**src/rtl/regdump_pkg.sv**
```systemverilog
// regdump_pkg: shared types and sizes for the register-file dump initiator.
// The CSUM state exists only when REGDUMP_CHECKSUM_EN is defined.
package regdump_pkg;

  localparam int NUM_REGS = 32;
  localparam int REG_W    = 32;
  localparam int IDX_W    = 5;

  typedef enum logic [2:0] {
    ST_IDLE,
    ST_SET,
    ST_FALL,
    ST_SEND
`ifdef REGDUMP_CHECKSUM_EN
    , ST_CSUM
`endif
  } state_e;

endpackage

```
**src/rtl/regdump_reader_if.sv**
```systemverilog
// regdump_reader_if: host-side word stream (valid/ready) carrying dumped
// register words, their index and the end-of-dump marker.
interface regdump_reader_if;
  import regdump_pkg::*;

  logic [REG_W-1:0] out_data;
  logic [IDX_W-1:0] out_idx;
  logic             out_valid;
  logic             out_ready;
  logic             out_last;

  modport master (
    output out_data,
    output out_idx,
    output out_valid,
    output out_last,
    input  out_ready
  );

  modport slave (
    input  out_data,
    input  out_idx,
    input  out_valid,
    input  out_last,
    output out_ready
  );

endinterface

```
**src/rtl/regdump_reader.sv**
```systemverilog
// regdump_reader: on start, walks FIRST_REG..LAST_REG over the register file's
// debug read port (address + registered debug clock, falling-edge sampled)
// and streams each word to the host with a valid/ready handshake.
// Build macro REGDUMP_CHECKSUM_EN adds a trailing XOR checksum word
// (out_idx=0) which then carries out_last instead of the LAST_REG word.
module regdump_reader
  import regdump_pkg::*;
#(
  parameter int unsigned FIRST_REG = 0,
  parameter int unsigned LAST_REG  = 31
) (
  input  logic             clk,
  input  logic             res_n,
  input  logic             start,
  output logic [IDX_W-1:0] dbg_radd,
  output logic             dbg_clk,
  input  logic [REG_W-1:0] dbg_rdata,
  regdump_reader_if.master stream,
  output logic             busy,
  output logic             done
);

  localparam logic [IDX_W-1:0] FIRST_IDX = IDX_W'(FIRST_REG);
  localparam logic [IDX_W-1:0] LAST_IDX  = IDX_W'(LAST_REG);

  state_e           state_q, state_d;
  logic [IDX_W-1:0] idx_q, idx_d;
  logic             dbg_clk_q, dbg_clk_d;
  logic [REG_W-1:0] out_data_q, out_data_d;
  logic [IDX_W-1:0] out_idx_q, out_idx_d;
  logic             out_valid_q, out_valid_d;
  logic             out_last_q, out_last_d;
  logic             busy_q, busy_d;
  logic             done_q, done_d;
  logic             xfer;
`ifdef REGDUMP_CHECKSUM_EN
  logic [REG_W-1:0] csum_q, csum_d;
`endif

  // Every output comes straight from a flop; idx doubles as the debug address.
  assign dbg_radd         = idx_q;
  assign dbg_clk          = dbg_clk_q;
  assign stream.out_data  = out_data_q;
  assign stream.out_idx   = out_idx_q;
  assign stream.out_valid = out_valid_q;
  assign stream.out_last  = out_last_q;
  assign busy             = busy_q;
  assign done             = done_q;

  // Next-state and next-output logic; registered values hold unless changed.
  always_comb begin
    state_d     = state_q;
    idx_d       = idx_q;
    dbg_clk_d   = dbg_clk_q;
    out_data_d  = out_data_q;
    out_idx_d   = out_idx_q;
    out_valid_d = out_valid_q;
    out_last_d  = out_last_q;
    done_d      = 1'b0;
    xfer        = out_valid_q && stream.out_ready;
`ifdef REGDUMP_CHECKSUM_EN
    csum_d      = csum_q;
`endif

    case (state_q)
      ST_IDLE: begin
        if (start) begin
          state_d   = ST_SET;
          idx_d     = FIRST_IDX;
          dbg_clk_d = 1'b1;
`ifdef REGDUMP_CHECKSUM_EN
          csum_d    = '0;
`endif
        end
      end
      ST_SET: begin
        dbg_clk_d = 1'b0;
        state_d   = ST_FALL;
      end
      ST_FALL: begin
        out_data_d  = dbg_rdata;
        out_idx_d   = idx_q;
        out_valid_d = 1'b1;
`ifdef REGDUMP_CHECKSUM_EN
        out_last_d  = 1'b0;
`else
        out_last_d  = (idx_q == LAST_IDX);
`endif
        state_d     = ST_SEND;
      end
      ST_SEND: begin
        if (xfer) begin
`ifdef REGDUMP_CHECKSUM_EN
          csum_d = csum_q ^ out_data_q;
`endif
          if (idx_q == LAST_IDX) begin
`ifdef REGDUMP_CHECKSUM_EN
            state_d    = ST_CSUM;
            out_data_d = csum_q ^ out_data_q;
            out_idx_d  = '0;
            out_last_d = 1'b1;
`else
            state_d     = ST_IDLE;
            out_valid_d = 1'b0;
            out_last_d  = 1'b0;
            done_d      = 1'b1;
`endif
          end else begin
            state_d     = ST_SET;
            idx_d       = idx_q + 1'b1;
            dbg_clk_d   = 1'b1;
            out_valid_d = 1'b0;
            out_last_d  = 1'b0;
          end
        end
      end
`ifdef REGDUMP_CHECKSUM_EN
      ST_CSUM: begin
        if (xfer) begin
          state_d     = ST_IDLE;
          out_valid_d = 1'b0;
          out_last_d  = 1'b0;
          done_d      = 1'b1;
        end
      end
`endif
      default: begin
        state_d     = ST_IDLE;
        dbg_clk_d   = 1'b0;
        out_valid_d = 1'b0;
        out_last_d  = 1'b0;
      end
    endcase

    busy_d = (state_d != ST_IDLE);
  end

  // State and output registers; reset aborts any dump immediately.
  always_ff @(posedge clk or negedge res_n) begin
    if (!res_n) begin
      state_q     <= ST_IDLE;
      idx_q       <= '0;
      dbg_clk_q   <= 1'b0;
      out_data_q  <= '0;
      out_idx_q   <= '0;
      out_valid_q <= 1'b0;
      out_last_q  <= 1'b0;
      busy_q      <= 1'b0;
      done_q      <= 1'b0;
`ifdef REGDUMP_CHECKSUM_EN
      csum_q      <= '0;
`endif
    end else begin
      state_q     <= state_d;
      idx_q       <= idx_d;
      dbg_clk_q   <= dbg_clk_d;
      out_data_q  <= out_data_d;
      out_idx_q   <= out_idx_d;
      out_valid_q <= out_valid_d;
      out_last_q  <= out_last_d;
      busy_q      <= busy_d;
      done_q      <= done_d;
`ifdef REGDUMP_CHECKSUM_EN
      csum_q      <= csum_d;
`endif
    end
  end

endmodule

```
**src/flat_wrapper.sv**
```systemverilog
// flat-port wrapper written by rule: the top's interface ports become plain ports
module regdump_reader_flat import regdump_pkg::*;
#(
  parameter int unsigned FIRST_REG = 0,
  parameter int unsigned LAST_REG  = 31
)
  (clk, res_n, start, dbg_radd, dbg_clk, dbg_rdata, busy, done, stream_out_data, stream_out_idx, stream_out_valid, stream_out_last, stream_out_ready);
  regdump_reader_if stream_i ();
  input  logic clk;
  input  logic res_n;
  input  logic start;
  output logic [IDX_W-1:0] dbg_radd;
  output logic dbg_clk;
  input  logic [REG_W-1:0] dbg_rdata;
  output logic busy;
  output logic done;
  output wire logic [$bits(stream_i.out_data)-1:0] stream_out_data;
  output wire logic [$bits(stream_i.out_idx)-1:0] stream_out_idx;
  output wire logic [$bits(stream_i.out_valid)-1:0] stream_out_valid;
  output wire logic [$bits(stream_i.out_last)-1:0] stream_out_last;
  input wire logic [$bits(stream_i.out_ready)-1:0] stream_out_ready;
  assign stream_out_data = stream_i.out_data;
  assign stream_out_idx = stream_i.out_idx;
  assign stream_out_valid = stream_i.out_valid;
  assign stream_out_last = stream_i.out_last;
  assign stream_i.out_ready = stream_out_ready;
  regdump_reader #(.FIRST_REG(FIRST_REG), .LAST_REG(LAST_REG)) u_core (.clk(clk), .res_n(res_n), .start(start), .dbg_radd(dbg_radd), .dbg_clk(dbg_clk), .dbg_rdata(dbg_rdata), .stream(stream_i), .busy(busy), .done(done));
endmodule
```
**config.mk**
```make
export PLATFORM = sky130hd
export DESIGN_NAME = regdump_reader_flat
export DESIGN_NICKNAME = d
export VERILOG_FILES = /design/src/rtl/regdump_pkg.sv /design/src/rtl/regdump_reader_if.sv /design/src/rtl/regdump_reader.sv /design/src/flat_wrapper.sv
export SDC_FILE = /design/constraint.sdc
export NUM_CORES = 1
export LEC_CHECK = 0
export ABC_AREA = 1
export CORE_ASPECT_RATIO = 1.75
export CORE_MARGIN = 4
export CORE_UTILIZATION = 25
export CTS_CLUSTER_DIAMETER = 40
export DETAILED_ROUTE_END_ITERATION = 8
export GPL_ROUTABILITY_DRIVEN = 0
export PLACE_DENSITY = 0.53
export RECOVER_POWER = 25
export SLEW_MARGIN = 20
export SYNTH_ARGS = -nofsm -noshare
export SYNTH_HDL_FRONTEND = slang
export SYNTH_SLANG_ARGS = --single-unit
```
**constraint.sdc**
```tcl
create_clock -name clk -period 1.5 [get_ports clk]
set_clock_uncertainty 0.05 [all_clocks]
set_input_delay 0.3 -clock clk [delete_from_list [all_inputs] [get_ports clk]]
set_output_delay 0.3 -clock clk [all_outputs]
set_load 0.03 [all_outputs]
```
* Word level (Yosys, flattened, before mapping)
Cells that the tools add are included.
** Word-level totals
- Input port bits :: 36
- Output and inout port bits :: 47
- Word-level logic and storage cells :: 45
- Bits in registers :: 50
** Operators by class
- Reduce and logical (&&, ||, !) cells :: 8
- Multiplexer cells :: 18
- Add/subtract/negate cells :: 1
- Equality and inequality tests :: 7
- Bitwise logic cells :: 2
** Operator list (count)
- 2-to-1 mux 5 bit :: 3
- one-hot mux 3 bit (4 select lines) :: 1
- one-hot mux 5 bit (2 select lines) :: 1
- one-hot mux 1 bit (3 select lines) :: 3
- 2-to-1 mux 1 bit :: 8
- AND reduction 4 bit :: 2
- == test 3 x 2 -> 1 bit (second input constant) :: 2
- 2-to-1 mux 3 bit :: 2
- adder 5 x 1 -> 5 bit (second input constant) :: 1
- == test 5 bit (second input constant) :: 1
- != test 2 bit (second input constant) :: 2
- == test 3 x 1 -> 1 bit (second input constant) :: 1
- zero test 3 bit :: 1
- nonzero test 3 bit :: 1
- != test 2 x 1 -> 1 bit (second input constant) :: 1
- NOT 1 bit :: 2
- AND reduction 2 bit :: 1
- nonzero test 2 bit :: 1
- OR reduction 2 bit :: 1
- logical AND 1 bit :: 1

* Longest topological paths before layout
Gate-level depths: netlist (run 1).
- Depth in word-level cells :: 5
- Depth in mapped cells :: 9
- Mapped depth without buffers :: 9

* Worst setup path before layout (run 1)
OpenSTA, ideal clock, no wires.
- Path type :: register to register
- Start :: reg u_core.idx_q[0] (netlist: u_core.dbg_radd[0])
- End :: reg u_core.idx_q[0] (netlist: u_core.dbg_radd[0])
- Library setup time :: 0.117 ns
- Stages on the path, launching flop included :: 9
- Data required time :: 1.333 ns
- Slack :: -0.192 ns
- Clock period less this slack :: 1.692 ns
- Arrival time :: 1.524 ns
- Path buffers :: 0
- Cells stage by stage :: dfrtp_1 -> ha_1 -> nand2_1 -> nor2_1 -> ha_1 -> o21ai_2 -> nand3_2 -> nand2_1 -> nand2_1
** On the way
- Word-level cells in the longest chain between the ends :: 4
- Elaborated cells on any way between the ends :: 7
- Those cells by class :: add/sub (1); eq/ne (2); mux (3); reduce/logical (1)
** Ends and longest elaborated chain
- from (decl) :: line regdump_reader.sv:27 : logic [IDX_W-1:0] idx_q, idx_d;
- from (signal assigned) :: line regdump_reader.sv:155 : idx_q <= idx_d;
- adder 5 x 1 -> 5 bit :: line regdump_reader.sv:110 : idx_d = idx_q + 1'b1;
- 2-to-1 mux 5 bit :: line regdump_reader.sv:96 : if (idx_q == LAST_IDX) begin
- 2-to-1 mux 5 bit :: line regdump_reader.sv:92 : if (xfer) begin
- one-hot mux 5 bit (2 select lines) :: line regdump_reader.sv:65 : case (state_q)
Several ways; a longest one is shown, not always the timed one. The select of a mux whose other input is x is not followed.
A chain may end at the register's enable or synchronous reset.

* Final worst setup path (run 1)
- Start :: reg u_core.idx_q[1] (netlist: u_core.dbg_radd[1])
- End :: reg u_core.dbg_clk_q (netlist: u_core.dbg_clk)
** On the way
- Word-level cells in the longest chain between the ends :: 3
** Ends and longest elaborated chain
- == test 5 bit :: line regdump_reader.sv:96
- != test 2 bit (no source line)
- AND reduction 4 bit (no source line)
- to (signal assigned) :: line regdump_reader.sv:156 : dbg_clk_q <= dbg_clk_d;
- to (decl) :: line regdump_reader.sv:28 : logic dbg_clk_q, dbg_clk_d;
Every way passes these cells.

==> results.yml, run 1 <==
worst_setup_path:
  critical_path.startpoint_type: "flop"
  cp-end-kind: "flop"
  cp.required_ps: 1630
  path_cells: "ha_4, nand2_2, nor2_2, ha_4, o21ai_4, buf_4, nand2_1, nand2_1, nand2_1"
  crit_path_frequent_cell: "sky130_fd_sc_hd__nand2_1"
  max_fo_critical_path: 4
  cp.arrival_ps: 1590
  critical_path.max_stage_delay_ps: 420
  critical_path.slowest_cell: "sky130_fd_sc_hd__dfrtp_2"
  setup.worst_path.class: "flop to flop"
die:
  floorplan.die.height_um: 129
  placementRows: 43
  initial_core_util: 0.259
  ios: 83
  core_box_area_um2: 8020
  die_footprint_um2: 9900
  die_w_um: 76.9
global_routing:
  grt_pass1_wl_mm: 9.37
  use_met1: 0.128
  grt_start_max_net_pins: 51
  grt_pass1_vias: 1880
  grt_antenna_before_repair: 0
  use_met3: 0.0217
  grt_use_total: 0.122
  met2_track_utilization_from_global_routing: 0.228
  gr-total-overflow: 0
  top_usage_layer_grt: "met2"
final_layout:
  antennaDiodeCount: 0
  layout.cells.non_filler: 425
  layout.area.seq_um2: 1250
  proportion_of_layout_cells_with_a_drive_suffix_above_1: 0.125
  fillCellCount: 827
  multi_input_comb_area_um2: 785
  finalNetCount: 372
  flow.area_growth_from_synthesis_pct: 54.3
clock_tree:
  cts-root-to-sink-buffers: 2
  cts-buffers-inserted: 5
  ctsHtreeMaxLevel: 2
  cts_root_buffer: "sky130_fd_sc_hd__clkbuf_16"
  clock_pin_slew_on_the_worst_setup_and_hold_paths_ps: 60
  clock_latency_ps: 290
  clkSinkCount: 50
  clock_tree_from_tritoncts: "built"
drt:
  drt_first_pass_iters: 4
  num_vias: 1807
  drtAntennaViolNets: 0
  routed_wire_length_per_instance_um: 13.5
  vias_per_cell: 4.25
  postRouteWirelength_mm: 5.75
  drt_first_iter_violations: 80
  drcViolationCount: 0
timing:
  grt_setup_unrepaired: "true"
  period_minus_slack_ps: 1460
  fmaxAchievable_ghz: 0.684
  finalSetupViolations: 0
  tightestPinTransition_ps: 710
  timing.final.hold_violations: 0
  final_max_slew_viol_count: 0
  post-route-period-util: 0.975
  worst_slew_margin_rel: 0.527
  holdWs_ps: 421
hold_path:
  holdCritPathClass: "flop to flop"
power_and_ir_drop:
  power.static_leakage_nw: 1.71
  power.density_nw_per_um2: 1800
  irDropWorstVdd_uv: 864
yosys:
  synth_top_flop_cell: "sky130_fd_sc_hd__dfrtp_1"
  synth-edff-count: 0
  synth.ff_latch_count: 50
  async_reset_ff_frac: 1.00
  average_instance_area_after_synthesis_um2: 8.70
  synth_cells: 239
  synthesis.area_um2: 2080
  count_of_yosys_warnings_during_synthesis: 0
  yosysSeqAreaShare: 0.602
  yosysUniqueCellTypes: 21
  mapped_nets: 277
status:
  outcome: "finished, final reports clean"
placement:
  hpwl_mm: 4.25
  port-buffer-count: 82
  place_inst: 414
flow_run:
  cap_viol_max_count: 0
[layout make-up]
| cell class | instances | share of cell area |
|---|---|---|
| Timing Repair Buffer | 96 | 0.272 |
| Multi-Input combinational cell | 171 | 0.245 |
| Tap cell | 90 | 0.0351 |
| Sequential cell | 50 | 0.391 |
| Inverter | 10 | 0.0117 |
| Clock buffer | 7 | 0.0445 |
| Clock inverter | 1 | 0.00156 |
[repair_timing]
action	in CTS	in global routing
hold endpoints to repair	50	0
endpoints found under the setup margin	48	7
buffers inserted	2	0
hold buffers	1	0
pin swaps	3	2
gates resized for setup	43	7
[metrics by stage]
step / instance area [µm²] / total power [mW] / worst slack [ps] / util / TNS, ps
finish: 3210 / 5.78 / 37.7 / 0.400 / 0
global route: 3210 / 6.18 / -57.2 / 0.400 / -190
CTS: 3180 / 5.89 / -5.99 / 0.397 / -11.6
detailed placement: 3070 / 5.06 / -89.8 / 0.382 / -403
global placement: 3070 / 5.02 / -67.0 / 0.382 / -317
floorplan: 2100 / 3.73 / -15.4 / - / -72.0
[per-layer routing]
layer	up-vias	wire length [µm]
met5	-	0
met4	0	170
met3	10	178
met2	44	3260
met1	836	2130
li1	917	-
[report_power, final]
group | total [mW] | leakage [nW] | switching (mW) | internal (mW)
Sequential | 2.08 | 0.630 | 0.245 | 1.84
Clock | 1.13 | 0.0739 | 0.472 | 0.662
Combinational | 2.57 | 1.00 | 1.72 | 0.846
[worst max-delay path: cells and delay by family, from the launching register on]
kind / cells / cell delay (ps)
compound gates: 1 / 160
fa+ha+maj: 2 / 340
buf+inv: 1 / 130
flops: 1 / 420
simple gates: 5 / 240
[path summary, 6_finish.rpt]
path | from | to | slack (ps) | depth (start not counted)
setup / recovery | u_core.dbg_radd[1] | u_core.dbg_clk | 40 | 9
hold / removal | u_core.stream.out_data[17] | u_core.stream.out_data[17] | 420 | 2
setup reg to reg | u_core.dbg_radd[1] | u_core.dbg_clk | 40 | 9
hold reg to reg | u_core.stream.out_data[17] | u_core.stream.out_data[17] | 420 | 2
max in group asynchronous | res_n | u_core.dbg_radd[1] | 230 | 3
min in group asynchronous | res_n | u_core.stream.out_data[28] | 650 | 3
[cell usage after synthesis, types with 3 or more instances]
cell | n | area (µm²)
sky130_fd_sc_hd__buf_2 | 4 | 20.0
sky130_fd_sc_hd__buf_6 | 3 | 33.8
sky130_fd_sc_hd__dfrtp_1 | 50 | 1250
sky130_fd_sc_hd__inv_1 | 8 | 30.0
sky130_fd_sc_hd__nand2_1 | 136 | 510
sky130_fd_sc_hd__nand3_1 | 6 | 30.0
sky130_fd_sc_hd__nor2_1 | 7 | 26.3
sky130_fd_sc_hd__o21ai_0 | 5 | 25.0
[flip-flops by register name, indices dropped and copies added, names as in the netlist]
| name | cells |
|---|---|
| u_core.stream.out_last | 1 |
| u_core.busy | 1 |
| u_core.done | 1 |
| u_core.dbg_clk | 1 |
| u_core.stream.out_idx | 5 |
| u_core.state_q | 3 |
| u_core.stream.out_valid | 1 |
| u_core.stream.out_data | 32 |
| u_core.dbg_radd | 5 |
[cells by family after synthesis]
group / Yosys count / share of synthesized area
XOR/XNOR: 1 / 0.00421
flip-flops: 50 / 0.602
other: 1 / 0.00180
adder cells (fa/ha/maj): 2 / 0.0120
AO/OA/AOI/OAI: 9 / 0.0253
AND/OR/NAND/NOR: 158 / 0.309
buffers and inverters: 18 / 0.0457
[cells in the final DEF (no fill, tap or decap), drive strengths merged]
master,instances
a21oi,2
dlygate4sd2,43
dfrtp,50
clkinv,1
nor2,9
xnor2,1
dlygate4sd3,1
nand3,8
conb,1
o21ai,7
clkbuf,8
nand3b,2
clkdlybuf4s50,34
nand4,2
nand2,137
ha,2
inv,10
buf,17
Power figures use the tool's default switching activity.
==> inputs of run 2 (changes only) <==
PLACE_DENSITY = default   (was 0.53)
==> run 2 against run 1 <==
Net effect:
- sequential cell count unchanged
- via count down 0.61%
- wire length down 4.9%
- final area shrank 0.82%
- sequential share of layout area grew 0.32 points
- combinational power is essentially flat
- worst hold slack improved by 0.69 ps
- global-route usage down 0.75 points
- clock power is essentially flat
- final cell count down 0.24%
- setup slack got worse by 17 ps
- sequential power about the same
==> results.yml, run 2 (synthesis results as in run 1) <==
clock_tree:
  cts-root-to-sink-buffers: 2
  clock_pin_slew_on_the_worst_setup_and_hold_paths_ps: 60
  cts_root_buffer: "sky130_fd_sc_hd__clkbuf_16"
  ctsHtreeMaxLevel: 2
  clock_tree_from_tritoncts: "built"
  cts-buffers-inserted: 5
  clkSinkCount: 50
  clock_latency_ps: 290
power_and_ir_drop:
  power.static_leakage_nw: 1.70
  netSwitchingPower_mw: 2.43
  power.density_nw_per_um2: 1820
  clock_power_share: 0.197
  sequentialPowerShare: 0.361
  power.combinational.fraction: 0.442
  p_sw_frac: 0.420
  irDropWorstVdd_uv: 527
  internal_power_mw: 3.36
timing:
  holdWs_ps: 421
  grt_setup_unrepaired: "true"
  tightestPinTransition_ps: 700
  post-route-period-util: 0.986
  timing.final.hold_violations: 0
  worst_slew_margin_rel: 0.534
  period_minus_slack_ps: 1480
  post_route_setup_tns_ps: 0
  fmaxAchievable_ghz: 0.676
  finalSetupViolations: 0
  final_max_slew_viol_count: 0
worst_setup_path:
  critical_path.startpoint_type: "flop"
  crit_path_frequent_cell: "sky130_fd_sc_hd__nand2_1"
  setup.worst_path.class: "flop to flop"
  critical_path.max_stage_delay_ps: 430
  critical_path_buf_inv_count: 0
  cpLargestDelayFamily: "flip-flops"
  cp.required_ps: 1630
  max_fo_critical_path: 6
  cp-end-kind: "flop"
  critical_path.slowest_cell: "sky130_fd_sc_hd__dfrtp_2"
  path_cells: "ha_4, nand2_2, nor2_1, ha_2, o21ai_2, nand3_2, nand2_1, nand2_1"
  cp.arrival_ps: 1610
die:
  floorplan.die.height_um: 129
  die_w_um: 76.9
  initial_core_util: 0.259
  placementRows: 43
  core_box_area_um2: 8020
  die_footprint_um2: 9900
  ios: 83
global_routing:
  grt_use_total: 0.115
  grt_antenna_before_repair: 0
  grt_pass1_vias: 1732
  grt_start_max_net_pins: 51
  gr-total-overflow: 0
  grt_pass1_wl_mm: 8.74
final_layout:
  layout.cells.non_filler: 424
  flow.area_growth_from_synthesis_pct: 53.0
  finalNetCount: 371
  fillCellCount: 827
  antennaDiodeCount: 0
  largest_register_ff_count: 32
  commonest_cells_after_routing_fill_and_taps_aside: "sky130_fd_sc_hd__nand2_1, sky130_fd_sc_hd__dfrtp_1, sky130_fd_sc_hd__dlygate4sd2_1, sky130_fd_sc_hd__clkdlybuf4s50_1, sky130_fd_sc_hd__buf_4"
  final_common_cell: "sky130_fd_sc_hd__nand2_1"
  proportion_of_layout_cells_with_a_drive_suffix_above_1: 0.120
drt:
  drtAntennaViolNets: 0
  drt_first_pass_iters: 4
  num_vias: 1796
  drcViolationCount: 0
  drt_first_iter_violations: 56
  vias_per_cell: 4.24
  postRouteWirelength_mm: 5.46
  routed_wire_length_per_instance_um: 12.9
hold_path:
  holdCritPathClass: "flop to flop"
placement:
  hpwl_mm: 4.08
  place_inst: 414
  port-buffer-count: 82
status:
  outcome: "finished, final reports clean"
flow_run:
  cap_viol_max_count: 0
## run 2: power by group through the flow
stage	sequential, mW	combinational (mW)	clock (mW)
2_1_floorplan	3.08	0.654	0
3_3_place_gp	2.12	2.90	0
3_5_place_dp	2.14	2.93	0
4_1_cts	2.10	2.61	1.19
5_1_grt	2.15	2.76	1.23
6_report	2.09	2.56	1.14
## run 2: area by class of cell
class                   count  area, µm²  area share
inverters                  10       37.5      0.0118
flip-flops and latches     50       1250       0.394
multi-input cells         171        754       0.237
well taps                  90        113      0.0354
repair buffers             95        876       0.275
clock buffers               7        143      0.0448
clock inverters             1       5.00     0.00157
## run 2: worst paths after layout
check | cells past startpoint | startpoint | to | slack (ps)
min | 2 | u_core.stream.out_data[10] | u_core.stream.out_data[10] | 420
max in group asynchronous | 3 | res_n | u_core.dbg_radd[1] | 240
max reg2reg | 8 | u_core.dbg_radd[1] | u_core.dbg_radd[2] | 20
max | 8 | u_core.dbg_radd[1] | u_core.dbg_radd[2] | 20
min in group asynchronous | 3 | res_n | u_core.stream.out_data[30] | 640
min reg2reg | 2 | u_core.stream.out_data[10] | u_core.stream.out_data[10] | 420
## run 2: routing by layer
layer	routed length [µm]	GRT usage	up-vias	share of wire
li1	-	-	915	-
met3	187	0.0224	7	0.034
met1	2110	0.122	836	0.39
met2	3060	0.214	38	0.56
met5	0	0	-	0
met4	110	0.0544	0	0.020
## run 2: worst reg2reg max path, cell delays in order (launching register included)
cell and delay, ps:
sky130_fd_sc_hd__dfrtp_2 430, sky130_fd_sc_hd__ha_4 170, sky130_fd_sc_hd__nand2_2 50, sky130_fd_sc_hd__nor2_1 40, sky130_fd_sc_hd__ha_2 190, sky130_fd_sc_hd__o21ai_2 150
sky130_fd_sc_hd__nand3_2 150, sky130_fd_sc_hd__nand2_1 90, sky130_fd_sc_hd__nand2_1 50
## run 2: per-stage QoR
stage / worst slack (ps) / util / instance area (µm²) / power (mW)
3_3_place_gp: -62.2 / 0.384 / 3080 / 5.02
2_1_floorplan: -15.4 / - / 2100 / 3.73
5_1_grt: -84.1 / 0.397 / 3180 / 6.14
3_5_place_dp: -87.5 / 0.384 / 3080 / 5.07
6_report: 20.7 / 0.397 / 3180 / 5.79
4_1_cts: -0.293 / 0.398 / 3190 / 5.91
## run 2: timing repair
item,CTS,global route
pin swaps,3,2
hold buffers,1,0
gates cloned,0,0
setup endpoints to repair,47,6
setup buffers,1,0
gates resized for setup,43,1
hold endpoints to repair,50,0
==> inputs of run 3 (changes only) <==
MAX_ROUTING_LAYER = met4   (was default)
==> run 3 against run 2 <==
Net effect:
- final cell count stayed put
- register-to-register slack hardly changed
- sequential share of layout area stayed put
- die area stayed put
- global-route usage is 0.36 points higher
- via count stayed put
- critical path depth stayed put
- critical endpoint unchanged
- first-iteration DRC count is 1.8% lower
==> results.yml, run 3 (synthesis results as in run 1) <==
status:
  outcome: "finished, final reports clean"
worst_setup_path:
  reg2reg_slack_ps: 20
  r2r_cells: 8
  worstReg2RegEnd: "u_core.dbg_radd[2]"
  cp.required_ps: 1630
  setup.worst_path.class: "flop to flop"
  cp.arrival_ps: 1610
  worstSetupStartpoint: "u_core.dbg_radd[1]"
  critical_path.slowest_cell: "sky130_fd_sc_hd__dfrtp_2"
  path_cells: "ha_4, nand2_2, nor2_1, ha_2, o21ai_2, nand3_2, nand2_1, nand2_1"
  crit_path_frequent_cell: "sky130_fd_sc_hd__nand2_1"
  worst_r2r_startpoint: "u_core.dbg_radd[1]"
  critical_path.startpoint_type: "flop"
  timing.critical_path.to: "u_core.dbg_radd[2]"
  cp-end-kind: "flop"
  max_fo_critical_path: 6
  critical_path.max_stage_delay_ps: 430
clock_tree:
  cts-root-to-sink-buffers: 2
  cts-buffers-inserted: 5
  clock_latency_ps: 290
  clkSinkCount: 50
  ctsHtreeMaxLevel: 2
  clock_tree_from_tritoncts: "built"
  clock_pin_slew_on_the_worst_setup_and_hold_paths_ps: 60
  cts_root_buffer: "sky130_fd_sc_hd__clkbuf_16"
timing:
  finalSetupViolations: 0
  worst_slew_margin_rel: 0.534
  final_max_slew_viol_count: 0
  fmaxAchievable_ghz: 0.676
  grt_setup_unrepaired: "true"
  period_minus_slack_ps: 1480
  tightestPinTransition_ps: 700
  timing.final.hold_violations: 0
  post_route_setup_tns_ps: 0
  setup_slack_ps: 20.7
  holdWs_ps: 421
  post-route-period-util: 0.986
final_layout:
  final_common_cell: "sky130_fd_sc_hd__nand2_1"
  proportion_of_layout_cells_with_a_drive_suffix_above_1: 0.120
  antennaDiodeCount: 0
  post-route-util: 0.397
  finalNetCount: 371
  largest_register_ff_count: 32
  layout.cells.non_filler: 424
  commonest_cells_after_routing_fill_and_taps_aside: "sky130_fd_sc_hd__nand2_1, sky130_fd_sc_hd__dfrtp_1, sky130_fd_sc_hd__dlygate4sd2_1, sky130_fd_sc_hd__clkdlybuf4s50_1, sky130_fd_sc_hd__buf_4"
  flow.area_growth_from_synthesis_pct: 53.0
  final_area_um2: 3180
power_and_ir_drop:
  clock_power_share: 0.197
  totalPowerFinal_mw: 5.79
  p_sw_frac: 0.420
  sequentialPowerShare: 0.361
  power.static_leakage_nw: 1.70
  power.density_nw_per_um2: 1820
  irDropWorstVdd_uv: 527
  netSwitchingPower_mw: 2.43
  power.combinational.fraction: 0.441
  internal_power_mw: 3.36
hold_path:
  hold_start: "u_core.stream.out_data[10]"
  hold_path_depth: 2
  holdCritPathClass: "flop to flop"
placement:
  hpwl_mm: 4.08
  place_ws_ps: -87.5
  port-buffer-count: 82
  place_inst: 414
  placed_area_um2: 3080
drt:
  vias_per_cell: 4.24
  drt_first_pass_iters: 4
  postRouteWirelength_mm: 5.46
  drtAntennaViolNets: 0
  drcViolationCount: 0
  drt_first_iter_violations: 55
  routed_wire_length_per_instance_um: 12.9
  num_vias: 1796
global_routing:
  grt_pass1_vias: 1737
  grt_start_max_net_pins: 51
  grt_pass1_wl_mm: 8.77
  use_met1: 0.123
  grt_antenna_before_repair: 0
  grt_use_total: 0.118
  gr-total-overflow: 0
  use_met3: 0.0224
  met2_track_utilization_from_global_routing: 0.214
  top_usage_layer_grt: "met2"
die:
  die_w_um: 76.9
  initial_core_util: 0.259
  ios: 83
  placementRows: 43
  floorplan.die.height_um: 129
  die_footprint_um2: 9900
  core_box_area_um2: 8020
flow_run:
  cap_viol_max_count: 0
[run 3: cell counts in the layout (fill, tap and decap cells not counted)]
No cell type changed its count.
[run 3: worst min path at each step]
| stage | end |
|---|---|
| after CTS | u_core.stream.out_data[27] |
| after global placement | u_core.stream.out_data[30] |
| after floorplan | u_core.busy |
| final | u_core.stream.out_data[10] |
| after global routing | u_core.stream.out_data[10] |
| after detailed placement | u_core.stream.out_data[29] |
[run 3: power by group through the flow]
stage	Sequential, mW	Combinational (mW)	Clock [mW]
floorplan	3.08	0.654	0
detailed placement	2.14	2.93	0
CTS	2.10	2.61	1.19
finish	2.09	2.56	1.14
global route	2.15	2.76	1.23
global placement	2.12	2.90	0
[run 3: layer usage]
metal,vias to the layer above,routed length (µm)
met4,0,110
met1,836,2110
met2,38,3060
li1,915,-
met3,7,187
met5,-,0
[run 3: critical path, delay by kind of cell, from the launching register on]
kind	cells	cell delay [ps]
adders and majority gates	2	360
and+or+nand+nor	5	380
DFF	1	430
AOI/OAI and AO/OA	1	150
[run 3: final cells by class]
| cell class | count | area [µm²] |
|---|---|---|
| clock buffer | 7 | 143 |
| clock inverter | 1 | 5.00 |
| fill | 827 | 4830 |
| inverter | 10 | 37.5 |
| multi-input combinational | 171 | 754 |
| sequential | 50 | 1250 |
| tap | 90 | 113 |
| timing repair buffer | 95 | 876 |
[run 3: timing repair]
| item | 4_1_cts | 5_1_grt |
|---|---|---|
| endpoints found under the hold margin | 50 | 0 |
| buffers inserted | 1 | 0 |
| resized for setup | 43 | 1 |
| hold buffers | 1 | 0 |
| setup endpoints to repair | 47 | 6 |
| pin swaps | 3 | 2 |
| gates cloned | 0 | 0 |
